## src/rtl/key_matrix_pkg.sv

```systemverilog
// Shared constants for the key matrix: joystick bit layout, joystick row offsets,
// modifier/Fn scancodes and the matrix hit record produced by key_map.
package key_matrix_pkg;

  localparam int JOY_W  = 32;
  localparam int JOY_R  = 0;
  localparam int JOY_L  = 1;
  localparam int JOY_D  = 2;
  localparam int JOY_U  = 3;
  localparam int JOY_B1 = 4;
  localparam int JOY_B2 = 5;
  localparam int JOY_AF = 6;

  localparam int ROWS_PER_JOY = 3;
  localparam int OFS_TOP = 0;
  localparam int OFS_MID = 1;
  localparam int OFS_BOT = 2;

  localparam logic [7:0] SC_LSHIFT = 8'h12;
  localparam logic [7:0] SC_RSHIFT = 8'h59;
  localparam logic [7:0] SC_ALT    = 8'h11;
  localparam logic [7:0] SC_CTRL   = 8'h14;
  localparam logic [7:0] SC_PRTSC  = 8'h7C;

  // F11 .. F1, F1 in the low byte
  localparam logic [8*11-1:0] SC_FN = {8'h78, 8'h09, 8'h01, 8'h0A, 8'h83, 8'h0B,
                                       8'h03, 8'h0C, 8'h04, 8'h06, 8'h05};

  typedef struct packed {
    logic       valid;
    logic [4:0] row;
    logic [2:0] col;
  } key_hit_t;

  function automatic key_hit_t kh(input int r, input int c);
    key_hit_t h;
    h.valid = 1'b1;
    h.row   = 5'(r);
    h.col   = 3'(c);
    return h;
  endfunction

  function automatic int total_rows(input int n_kb, input int n_joy);
    return n_kb + ROWS_PER_JOY * n_joy;
  endfunction

endpackage

```

## src/rtl/key_matrix_if.sv

```systemverilog
// CPU-side row read port of the key matrix: row select in, registered row data out.
interface key_matrix_if #(
  parameter int ADDR_W = 8,
  parameter int ROW_W  = 8
);
  logic [ADDR_W-1:0] addr;
  logic [ROW_W-1:0]  kb_rows;

  modport master (output addr, input kb_rows);
  modport slave  (input addr, output kb_rows);
endinterface

```

## src/rtl/key_matrix_map.sv

```systemverilog
// Combinational PS/2 {extended, scancode} -> matrix position decoder (no state).
module key_map
  import key_matrix_pkg::*;
(
  input  logic       ext,
  input  logic [7:0] code,
  output key_hit_t   hit
);

  // E0 arrows, Home and Delete share positions with their numpad legends, so extended
  // codes fall back to the base table; only the E0 fake-shift/PrtSc prefixes are rejected.
  always_comb begin
    hit = '0;
    case (code)
      8'h16: hit = kh(0,0);  8'h1E: hit = kh(0,1);  8'h26: hit = kh(0,2);  8'h25: hit = kh(0,3);
      8'h2E: hit = kh(0,4);  8'h36: hit = kh(0,5);  8'h3D: hit = kh(0,6);  8'h3E: hit = kh(0,7);
      8'h46: hit = kh(1,0);  8'h45: hit = kh(1,1);  8'h4E: hit = kh(1,2);  8'h55: hit = kh(1,3);
      8'h66: hit = kh(1,4);  8'h0D: hit = kh(1,5);  8'h76: hit = kh(1,6);  8'h0E: hit = kh(1,7);
      8'h15: hit = kh(2,0);  8'h1C: hit = kh(2,1);  8'h1D: hit = kh(2,2);  8'h1B: hit = kh(2,3);
      8'h24: hit = kh(2,4);  8'h23: hit = kh(2,5);  8'h2D: hit = kh(2,6);  8'h2B: hit = kh(2,7);
      8'h2C: hit = kh(3,0);  8'h34: hit = kh(3,1);  8'h35: hit = kh(3,2);  8'h33: hit = kh(3,3);
      8'h3C: hit = kh(3,4);  8'h3B: hit = kh(3,5);  8'h43: hit = kh(3,6);  8'h42: hit = kh(3,7);
      8'h44: hit = kh(4,0);  8'h4B: hit = kh(4,1);  8'h4D: hit = kh(4,2);  8'h4C: hit = kh(4,3);
      8'h54: hit = kh(4,4);  8'h52: hit = kh(4,5);  8'h5B: hit = kh(4,6);  8'h5A: hit = kh(4,7);
      8'h1A: hit = kh(5,0);  8'h22: hit = kh(5,1);  8'h21: hit = kh(5,2);  8'h2A: hit = kh(5,3);
      8'h32: hit = kh(5,4);  8'h31: hit = kh(5,5);  8'h3A: hit = kh(5,6);  8'h29: hit = kh(5,7);
      8'h41: hit = kh(6,0);  8'h49: hit = kh(6,1);  8'h75: hit = kh(6,2);  8'h72: hit = kh(6,3);
      8'h6B: hit = kh(6,4);  8'h74: hit = kh(6,5);  8'h4A: hit = kh(6,6);  8'h5D: hit = kh(6,7);
      8'h70: hit = kh(7,0);  8'h69: hit = kh(7,1);  8'h7A: hit = kh(7,2);  8'h73: hit = kh(7,3);
      8'h7D: hit = kh(7,4);  8'h6C: hit = kh(7,5);  8'h71: hit = kh(7,6);  8'h58: hit = kh(7,7);
      SC_ALT:    hit = kh(8,0);  SC_CTRL:   hit = kh(8,1);
      SC_LSHIFT: hit = kh(8,2);  SC_RSHIFT: hit = kh(8,2);
      8'h79: hit = kh(8,3);  8'h7B: hit = kh(8,4);  SC_PRTSC: hit = kh(8,5);
      8'h77: hit = kh(8,6);  8'h7E: hit = kh(8,7);
      default: hit = '0;
    endcase
    if (ext && (code == SC_LSHIFT || code == SC_PRTSC))
      hit = '0;
  end

endmodule

```

## src/rtl/key_matrix.sv

```systemverilog
// PS/2 keyboard plus joystick key matrix with a registered CPU row read port.
// Optional autofire on joystick B1 is built when KEY_AUTOFIRE_EN is defined.
module key_matrix
  import key_matrix_pkg::*;
#(
  parameter int                NUM_KB_ROWS = 9,
  parameter int                NUM_JOY     = 2,
  parameter int                ROW_W       = 8,
  parameter int                ADDR_W      = 8,
  parameter logic [ADDR_W-1:0] ALL_ADDR    = 8'h30,
  parameter logic [15:0]       AF_DIV      = 16'd50000
) (
  input  logic                     clk_sys,
  input  logic                     reset_n,
  input  logic [10:0]              ps2_key,
  input  logic                     kbd_clr,
  input  logic [NUM_JOY*JOY_W-1:0] joy,
  output logic [10:0]              fn_keys,
  output logic [2:0]               modif,
  output logic                     key_event,
  key_matrix_if.slave              cpu
);

  localparam int TOTAL_ROWS = total_rows(NUM_KB_ROWS, NUM_JOY);
  localparam int JOY_ROWS   = TOTAL_ROWS - NUM_KB_ROWS;

  logic             tog_q, armed_q, stb_q, ext_q, prs_q, new_evt;
  logic [7:0]       code_q;
  logic [ROW_W-1:0] kb_q  [NUM_KB_ROWS];
  logic [ROW_W-1:0] kb_d  [NUM_KB_ROWS];
  logic [ROW_W-1:0] joy_q [JOY_ROWS];
  logic [ROW_W-1:0] joy_d [JOY_ROWS];
  logic [10:0]      fn_d;
  logic [2:0]       mod_d;
  logic             ev_d;
  logic [ROW_W-1:0] rd;
  logic             af_phase;
  key_hit_t         hit;

  logic [NUM_JOY*JOY_W-1:0] unused_joy;
  assign unused_joy = joy;

  key_map u_map (.ext(ext_q), .code(code_q), .hit(hit));

  // armed_q keeps the first cycle after reset from treating the toggle bit as an event
  assign new_evt = armed_q && (ps2_key[10] != tog_q);

  always_ff @(posedge clk_sys or negedge reset_n) begin
    if (!reset_n) begin
      tog_q   <= 1'b0;
      armed_q <= 1'b0;
      stb_q   <= 1'b0;
      ext_q   <= 1'b0;
      prs_q   <= 1'b0;
      code_q  <= '0;
    end else begin
      tog_q   <= ps2_key[10];
      armed_q <= 1'b1;
      stb_q   <= new_evt;
      if (new_evt) begin
        code_q <= ps2_key[7:0];
        ext_q  <= ps2_key[8];
        prs_q  <= ps2_key[9];
      end
    end
  end

  always_comb begin
    kb_d  = kb_q;
    fn_d  = fn_keys;
    mod_d = modif;
    ev_d  = 1'b0;
    if (kbd_clr) begin
      for (int r = 0; r < NUM_KB_ROWS; r++) kb_d[r] = '0;
      fn_d  = '0;
      mod_d = '0;
    end else if (stb_q) begin
      for (int r = 0; r < NUM_KB_ROWS; r++)
        for (int c = 0; c < ROW_W; c++)
          if (hit.valid && hit.row == 5'(r) && hit.col == 3'(c)) begin
            ev_d       = ev_d | (kb_q[r][c] != prs_q);
            kb_d[r][c] = prs_q;
          end
      if (!ext_q)
        for (int i = 0; i < 11; i++)
          if (code_q == SC_FN[8*i +: 8]) fn_d[i] = prs_q;
      if (code_q == SC_RSHIFT) mod_d[0] = prs_q;
      if (code_q == SC_ALT)    mod_d[1] = prs_q;
      if (code_q == SC_CTRL)   mod_d[2] = prs_q;
    end
  end

  always_ff @(posedge clk_sys or negedge reset_n) begin
    if (!reset_n) begin
      kb_q      <= '{default: '0};
      fn_keys   <= '0;
      modif     <= '0;
      key_event <= 1'b0;
    end else begin
      kb_q      <= kb_d;
      fn_keys   <= fn_d;
      modif     <= mod_d;
      key_event <= ev_d;
    end
  end

  function automatic logic [3*ROW_W-1:0] enc_port(input logic [JOY_W-1:0] p, input logic af);
    logic [ROW_W-1:0] top, mid, bot;
    top = '0;
    mid = '0;
    bot = '0;
    if      (p[JOY_U] && p[JOY_L]) begin top[1] = 1'b1; top[5] = 1'b1; end
    else if (p[JOY_D] && p[JOY_L]) begin mid[0] = 1'b1; mid[4] = 1'b1; end
    else if (p[JOY_U] && p[JOY_R]) begin mid[1] = 1'b1; mid[5] = 1'b1; end
    else if (p[JOY_D] && p[JOY_R]) begin bot[1] = 1'b1; bot[5] = 1'b1; end
    else if (p[JOY_U])             begin top[0] = 1'b1; top[4] = 1'b1; end
    else if (p[JOY_D])             begin bot[0] = 1'b1; bot[4] = 1'b1; end
    else if (p[JOY_L])             begin top[2] = 1'b1; top[6] = 1'b1; end
    else if (p[JOY_R])             begin bot[2] = 1'b1; bot[6] = 1'b1; end
    if (p[JOY_B1] || af) begin top[3] = 1'b1; top[7] = 1'b1; end
    if (p[JOY_B2])       begin bot[3] = 1'b1; bot[7] = 1'b1; end
    return {bot, mid, top};
  endfunction

  always_comb begin
    for (int i = 0; i < JOY_ROWS; i++) joy_d[i] = '0;
    for (int j = 0; j < NUM_JOY; j++)
      {joy_d[ROWS_PER_JOY*j + OFS_BOT], joy_d[ROWS_PER_JOY*j + OFS_MID],
       joy_d[ROWS_PER_JOY*j + OFS_TOP]} =
        enc_port(joy[j*JOY_W +: JOY_W], af_phase & joy[j*JOY_W + JOY_AF]);
  end

  always_ff @(posedge clk_sys or negedge reset_n) begin
    if (!reset_n) joy_q <= '{default: '0};
    else          joy_q <= joy_d;
  end

`ifdef KEY_AUTOFIRE_EN
  logic [15:0] af_cnt;

  always_ff @(posedge clk_sys or negedge reset_n) begin
    if (!reset_n) begin
      af_cnt   <= '0;
      af_phase <= 1'b0;
    end else if (af_cnt == 16'd0) begin
      af_cnt   <= AF_DIV - 16'd1;
      af_phase <= ~af_phase;
    end else begin
      af_cnt   <= af_cnt - 16'd1;
    end
  end
`else
  logic [15:0] unused_af_div;
  assign unused_af_div = AF_DIV;
  assign af_phase      = 1'b0;
`endif

  always_comb begin
    rd = '0;
    if (cpu.addr == ALL_ADDR) begin
      for (int r = 0; r < NUM_KB_ROWS; r++) rd = rd | kb_q[r];
      for (int i = 0; i < JOY_ROWS; i++)    rd = rd | joy_q[i];
    end else begin
      for (int r = 0; r < NUM_KB_ROWS; r++)
        if (cpu.addr == ADDR_W'(r + 1)) rd = kb_q[r];
      for (int i = 0; i < JOY_ROWS; i++)
        if (cpu.addr == ADDR_W'(NUM_KB_ROWS + i + 1)) rd = joy_q[i];
    end
  end

  always_ff @(posedge clk_sys or negedge reset_n) begin
    if (!reset_n) cpu.kb_rows <= '0;
    else          cpu.kb_rows <= rd;
  end

endmodule

```

## src/flat_wrapper.sv

```systemverilog
// flat-port wrapper written by rule: the top's interface ports become plain ports
module key_matrix_flat import key_matrix_pkg::*;
#(
  parameter int                NUM_KB_ROWS = 9,
  parameter int                NUM_JOY     = 2,
  parameter int                ROW_W       = 8,
  parameter int                ADDR_W      = 8,
  parameter logic [ADDR_W-1:0] ALL_ADDR    = 8'h30,
  parameter logic [15:0]       AF_DIV      = 16'd50000
)
  (clk_sys, reset_n, ps2_key, kbd_clr, joy, fn_keys, modif, key_event, cpu_addr, cpu_kb_rows);
  key_matrix_if #(.ADDR_W(ADDR_W), .ROW_W(ROW_W)) cpu_i ();
  input  logic clk_sys;
  input  logic reset_n;
  input  logic [10:0] ps2_key;
  input  logic kbd_clr;
  input  logic [NUM_JOY*JOY_W-1:0] joy;
  output logic [10:0] fn_keys;
  output logic [2:0] modif;
  output logic key_event;
  input wire logic [$bits(cpu_i.addr)-1:0] cpu_addr;
  output wire logic [$bits(cpu_i.kb_rows)-1:0] cpu_kb_rows;
  assign cpu_i.addr = cpu_addr;
  assign cpu_kb_rows = cpu_i.kb_rows;
  key_matrix #(.NUM_KB_ROWS(NUM_KB_ROWS), .NUM_JOY(NUM_JOY), .ROW_W(ROW_W), .ADDR_W(ADDR_W), .ALL_ADDR(ALL_ADDR), .AF_DIV(AF_DIV)) u_core (.clk_sys(clk_sys), .reset_n(reset_n), .ps2_key(ps2_key), .kbd_clr(kbd_clr), .joy(joy), .fn_keys(fn_keys), .modif(modif), .key_event(key_event), .cpu(cpu_i));
endmodule
```

## config.mk

```make
export PLATFORM = sky130hd
export DESIGN_NAME = key_matrix_flat
export DESIGN_NICKNAME = d
export VERILOG_FILES = /design/src/rtl/key_matrix_pkg.sv /design/src/rtl/key_matrix_if.sv /design/src/rtl/key_matrix_map.sv /design/src/rtl/key_matrix.sv /design/src/flat_wrapper.sv
export SDC_FILE = /design/constraint.sdc
export NUM_CORES = 1
export LEC_CHECK = 0
export ABC_AREA = 0
export CAP_MARGIN = 30
export CORE_MARGIN = 1.5
export CORE_UTILIZATION = 35
export CTS_CLUSTER_DIAMETER = 150
export CTS_CLUSTER_SIZE = 14
export DETAILED_ROUTE_END_ITERATION = 10
export GPL_TIMING_DRIVEN = 0
export PLACE_DENSITY = 0.63
export SYNTH_ARGS = -nofsm -noshare
export SYNTH_HDL_FRONTEND = slang
export SYNTH_HIERARCHICAL = 1
export SYNTH_SLANG_ARGS = --single-unit
```

## constraint.sdc

```tcl
create_clock -name clk_sys -period 9.85 [get_ports clk_sys]
set_clock_uncertainty 0.2 [all_clocks]
set_input_delay 1.97 -clock clk_sys [delete_from_list [all_inputs] [get_ports clk_sys]]
set_output_delay 1.97 -clock clk_sys [all_outputs]
set_load 0.05 [all_outputs]
```

=== After elaboration in Yosys (flattened, before gate mapping) ===
Memories as Yosys holds them, arrays and structs flattened.
Cells that the tools add are included.

* Bits in registers: 148
* Memory bits (read-only): 1,024
* Bits of input ports: 86
* Word-level logic and storage cells: 963
* Memories: 1

{| class="wikitable"
|+ Memory list
! name !! words !! bits a word !! read ports !! clocked after Yosys merged registers in !! write ports !! line !! text
|-
| (no name shown) || 128 || 8 || 1 || 0 || 0 || key_matrix_map.sv:14 || <nowiki>case (code)</nowiki>
|}

* Equal/unequal tests: 121
* Mux-type cells: 389
* Bitwise logic cells: 85
* Reductions and logical operators: 267

{| class="wikitable"
|+ Operators with widths
! operator !! count
|-
| $mux W1 || 356
|-
| $reduce_bool A2 Y1 || 87
|-
| $reduce_and A2 Y1 || 75
|-
| $mux W72 || 2
|-
| $mux W8 || 16
|-
| $eq A8 B4 Y1 const B || 12
|-
| $or A8 B8 Y8 || 12
|-
| $logic_and A1 B1 Y1 || 91
|-
| $ne A1 B1 Y1 || 73
|-
| $or A1 B1 Y1 || 71
|-
| $eq A8 B3 Y1 const B || 7
|-
| $mux W11 || 3
|-
| $reduce_and A3 Y1 || 11
|-
| $eq A8 B2 Y1 const B || 3
|-
| $eq A8 B5 Y1 const B || 3
|-
| $eq A8 B7 Y1 const B || 3
|-
| $mux W3 || 8
|-
| $eq A5 B3 Y1 const B || 4
|-
| $mux W9 || 2
|-
| $eq A8 B1 Y1 const B || 2
|-
| $or A8 B6 Y8 || 2
|-
| $eq A3 B3 Y1 const B || 4
|-
| $eq A5 B2 Y1 const B || 2
|-
| $eq A8 B6 Y1 const B || 1
|-
| 10 further kinds || 12
|}

=== Depth between registers and ports, before layout ===
* Depth in word-level cells: 294
* Depth in mapped cells: 19
* Gate-level depth less buffers: 14

=== By module ===
Netlist, hierarchy kept.

{| class="wikitable"
|+ Modules (own cells, without submodules)
! module !! instances !! cells each !! area an instance (µm²) !! seq. area each (µm²)
|-
| key_matrix || 1 || 972 || 8,052.7 || 3,203.1
|-
| key_map || 1 || 200 || 1,353.8 || 0.0
|}

=== Worst setup path after synthesis ===
No wires, ideal clock.

* Path kind: register to register
* Start: register u_core.code_q[1]
* End: register u_core.key_event
* Arrival time: 3.502 ns
* Required time: 9.509 ns
* Setup slack: 6.007 ns
* Stages on the path, launching flop included: 18
* Period minus slack after synthesis: 3.843 ns
* Path through: dfrtp_1 > buf_2 > inv_1 > ha_1 > buf_2 > and2_1 > or4_1 > o221ai_1 > a211o_1 > a21oi_1 > buf_2 > and3b_1 > clkbuf_1 > a22o_1 > a2111oi_0 > a21oi_1 > o2111ai_1 > a41oi_1

{| class="wikitable"
|+ RTL lines
! element !! line !! text
|-
| from (decl) || key_matrix.sv:28 || <nowiki>logic [7:0] code_q;</nowiki>
|-
| from (signal assigned) || key_matrix.sv:61 || <nowiki>code_q <= ps2_key[7:0];</nowiki>
|-
| to (signal assigned) || key_matrix.sv:103 || <nowiki>key_event <= ev_d;</nowiki>
|-
| to (decl) || key_matrix.sv:20 || <nowiki>output logic key_event,</nowiki>
|}

==> results by group <==
Synthesis
  • Synth area leaders: dfrtp_1 (34%), a21oi_1 (5.9%), o21ai_0 (5.2%), mux2i_1 (5.1%), nand2_1 (5.1%)
  • Syn nets: 1266
  • Yosys top cell area share: 34.1%
  • Yosys warns: 6
  • Cells after synthesis: 1172
  • Post-Syn Area per Cell: 8.03 um^2
  • Async set or reset register ratio after synthesis: 100%
  • Sequential share of the synthesized area: 34.1%
  • Library cells used by synthesis: 89
  • Post-synth top area cell: dfrtp_1
  • Synthesis-stage register bit count: 128
  • Ys flop type: dfrtp_1
  • Post-synth EDFFs: 0
  • Synthesized area: 9410 um^2

Detailed routing
  • Drt pass-1 iters: 6
  • 1st-iter DRT viols: 1749
  • Via density: 6.40
  • Post-route DRC: 0
  • Routed length per instance: 24.5 um
  • Via Count: 10200
  • Drt total wl: 39.0 mm
  • Remaining antenna violation count: 0

Timing
  • Setup_tns: 0 ns
  • Hold Fails Final Rpt: 0
  • Worst-Margin Slew: 0.981 ns
  • Fin crit share: 56.8%
  • Fmax: 179 MHz
  • RSZ-0062 raised after global routing: false
  • Minimum clock period: 5.59 ns
  • Final setup vio count: 0
  • Slew Limit Fails: 0
  • Hold Slack: 0.330 ns
  • Slew headroom: 34.2%

Clock network
  • Clock-pin slew on the worst setup and hold paths: 0.06 ns
  • CTS Hold Bufs: 0
  • Clock Path Buffers: 2
  • Num Clock Sinks: 128
  • H-Tree Depth: 4
  • Worst-Skew Late Latency: 0.43 ns
  • TritonCTS buffer count: 17
  • TritonCTS clock tree: built
  • Clock root buffer: clkbuf_16
  • Post-CTS sizing: 0
  • Postcts setup bufs: 0

Run
  • Max_cap viols: 0

Critical path
  • Crit. Startpoint: u_core/code_q[1]$_DFFE_PN0P_
  • Worst path required time: 9.93 ns
  • Class of the most critical setup path: flip-flop to flip-flop
  • Crit path max-delay cell type: a211oi_1
  • CP Capture Type: flip-flop
  • R2R Path Start: u_core/code_q[1]$_DFFE_PN0P_
  • Worst setup SP type: flip-flop
  • Worst Path Max Fanout: 13
  • Critical path's largest stage delay: 0.83 ns
  • CP arrival: 5.67 ns
  • Crit path cell chain: buf_2 -> inv_1 -> ha_1 -> nand2_1 -> o21ai_0 -> a32o_1 -> a311oi_1 -> a211oi_1 -> nor2_1 -> nand3_1 -> clkbuf_1 -> nor2_1 -> a211oi_1 -> nand4_1 -> o22ai_1 -> a41oi_1
  • Buffers & Inverters on Critical Path: 3
  • Delay-heaviest family, CP: compound AO/OA/AOI/OAI gates

Cells and area
  • Commonest non-fill, non-tap cells in the layout: dfrtp_1 (128), nand2_1 (127), a21oi_1 (111)
  • NumNets Final: 1339
  • Area Overhead vs Synth: 17.7%
  • Multi-input logic area: 5680 um^2
  • Commonest non-fill, non-tap cell in the layout: dfrtp_1
  • Share of cells above drive strength 1: 8.66%
  • Antenna diode count: 0
  • Finished Layout Cells: 1593
  • # fillers: 2614
  • Reg area: 3200 um^2

Power
  • Cell Pwr Density: 175 nW/um^2
  • Reg power frac: 28.8%
  • Leakage power: 4.31 nW
  • Switching Power: 706 uW
  • Peak supply drop: 0.107 mV
  • Int Power: 1.23 mW
  • Total chip power: 1.94 mW
  • Combinational share of power: 33.1%
  • Clock power share: 38.1%
  • Sw frac: 36.4%

Floorplanning
  • Io pins: 109
  • Die extent in x: 167 um
  • Die area: 27900 um^2
  • Initial core utilization: 35.9%
  • Die H: 167 um
  • Core ar.: 26200 um^2
  • Cell Rows: 59

Run status
  • Status: finished, final reports clean

Placed design
  • Dpl cells: 1561
  • # port buffers: 53
  • Dpl hpwl: 28.1 mm
  • GPL Wtd Cong: 1.04

GRT
  • Largest net degree at the start of global routing: 84
  • GRT Util Overall: 28.2%
  • Global-route wire length before repair: 59.8 mm
  • Vias in the first global route: 9654
  • Grt total ovfl: 0
  • Initial antenna violation count: 0

Hold path
  • Hold Path Origin: u_core/fn_keys[6]$_DFFE_PN0P_
  • Hold crit path type: flip-flop to flip-flop
## path summary, 6_finish.rpt
| path | end | slack (ns) | cells past startpoint |
|---|---|---|---|
| setup / recovery | u_core/key_event$_DFF_PN0_ | 4.26 | 16 |
| max in group asynchronous | u_core/cpu.kb_rows[2]$_DFF_PN0_ | 7.40 | 2 |
| min in group asynchronous | u_core/fn_keys[1]$_DFFE_PN0P_ | 1.26 | 1 |
| hold reg to reg | u_core/fn_keys[6]$_DFFE_PN0P_ | 0.33 | 2 |
| hold / removal | u_core/fn_keys[6]$_DFFE_PN0P_ | 0.33 | 2 |
| setup reg to reg | u_core/key_event$_DFF_PN0_ | 4.26 | 16 |
## cell type report
cell class / instances / share of cell area (%)
multi-input combinational: 932 / 51.3
sequential: 128 / 28.9
timing repair buffer: 54 / 5.05
buffer: 98 / 4.25
clock buffer: 20 / 4.12
tap: 335 / 3.79
clock inverter: 12 / 2.08
inverter: 14 / 0.475
## registers in the layout, indices dropped and copies added (netlist names)
register and cells:
u_core/stb_q 1, u_core/fn_keys 11, u_core/armed_q 1, u_core/kb_q 72
u_core/code_q 8, u_core/cpu.kb_rows 8, u_core/key_event 1, u_core/joy_q 20
u_core/tog_q 1, u_core/modif 3, u_core/ext_q 1, u_core/prs_q 1
## metrics by stage
step | area [um^2] | util, % | worst slack [ns]
finish | 11100 | 42.2 | 4.26
global route | 11100 | 42.2 | 3.94
CTS | 11100 | 42.2 | 4.47
detailed placement | 10400 | 39.6 | 4.50
global placement | 10400 | 39.5 | 1.40
floorplan | 9410 | - | 6.01
## layer usage
| layer | up-vias | wire length, um | global-route usage (%) |
|---|---|---|---|
| li1 | 4456 | - | - |
| met1 | 4937 | 15800 | 37.9 |
| met2 | 659 | 17000 | 42.8 |
| met3 | 146 | 3860 | 5.16 |
| met4 | 0 | 2340 | 15.4 |
| met5 | - | 0 | 0 |
## power by group through the flow
stage	Combinational (mW)	Sequential, mW	Clock [mW]
2_1_floorplan	0.409	0.563	0
3_3_place_gp	0.624	0.568	0
3_5_place_dp	0.615	0.567	0
4_1_cts	0.617	0.558	0.753
5_1_grt	0.680	0.560	0.773
6_report	0.642	0.559	0.740
## kinds of logic (layout without fill, tap and decap cells)
kind of cell               after synthesis  count (layout)  share of synthesized area, %
AOI/OAI and AO/OA                      351             351                          23.4
buffers and inverters                  112             198                          5.56
adders and majority gates                8               8                          1.06
muxes                                   60              60                          6.86
xor gates and xnor gates                15              15                          1.40
and+or+nand+nor                        496             496                          27.6
DFF                                    128             128                          34.1
other                                    2               2                        0.0798
## worst register-to-register path, delay by kind of cell, from the launching register on
family	cells	cell delay (ns)
flip-flops	1	0.72
AND/OR/NAND/NOR	5	0.95
AO/OA/AOI/OAI	7	2.13
adder cells (fa/ha/maj)	1	0.50
buffers and inverters	3	0.96
## cells in the mapped netlist (17+ instances only)
library cell,n
a21oi_1,111
and2_1,17
buf_2,25
clkbuf_1,55
dfrtp_1,128
mux2i_1,48
nand2_1,127
nand3_1,88
nor2_1,94
nor2b_1,23
nor3_1,29
nor4_1,19
o21ai_0,97
Power figures use the tool's default switching activity.
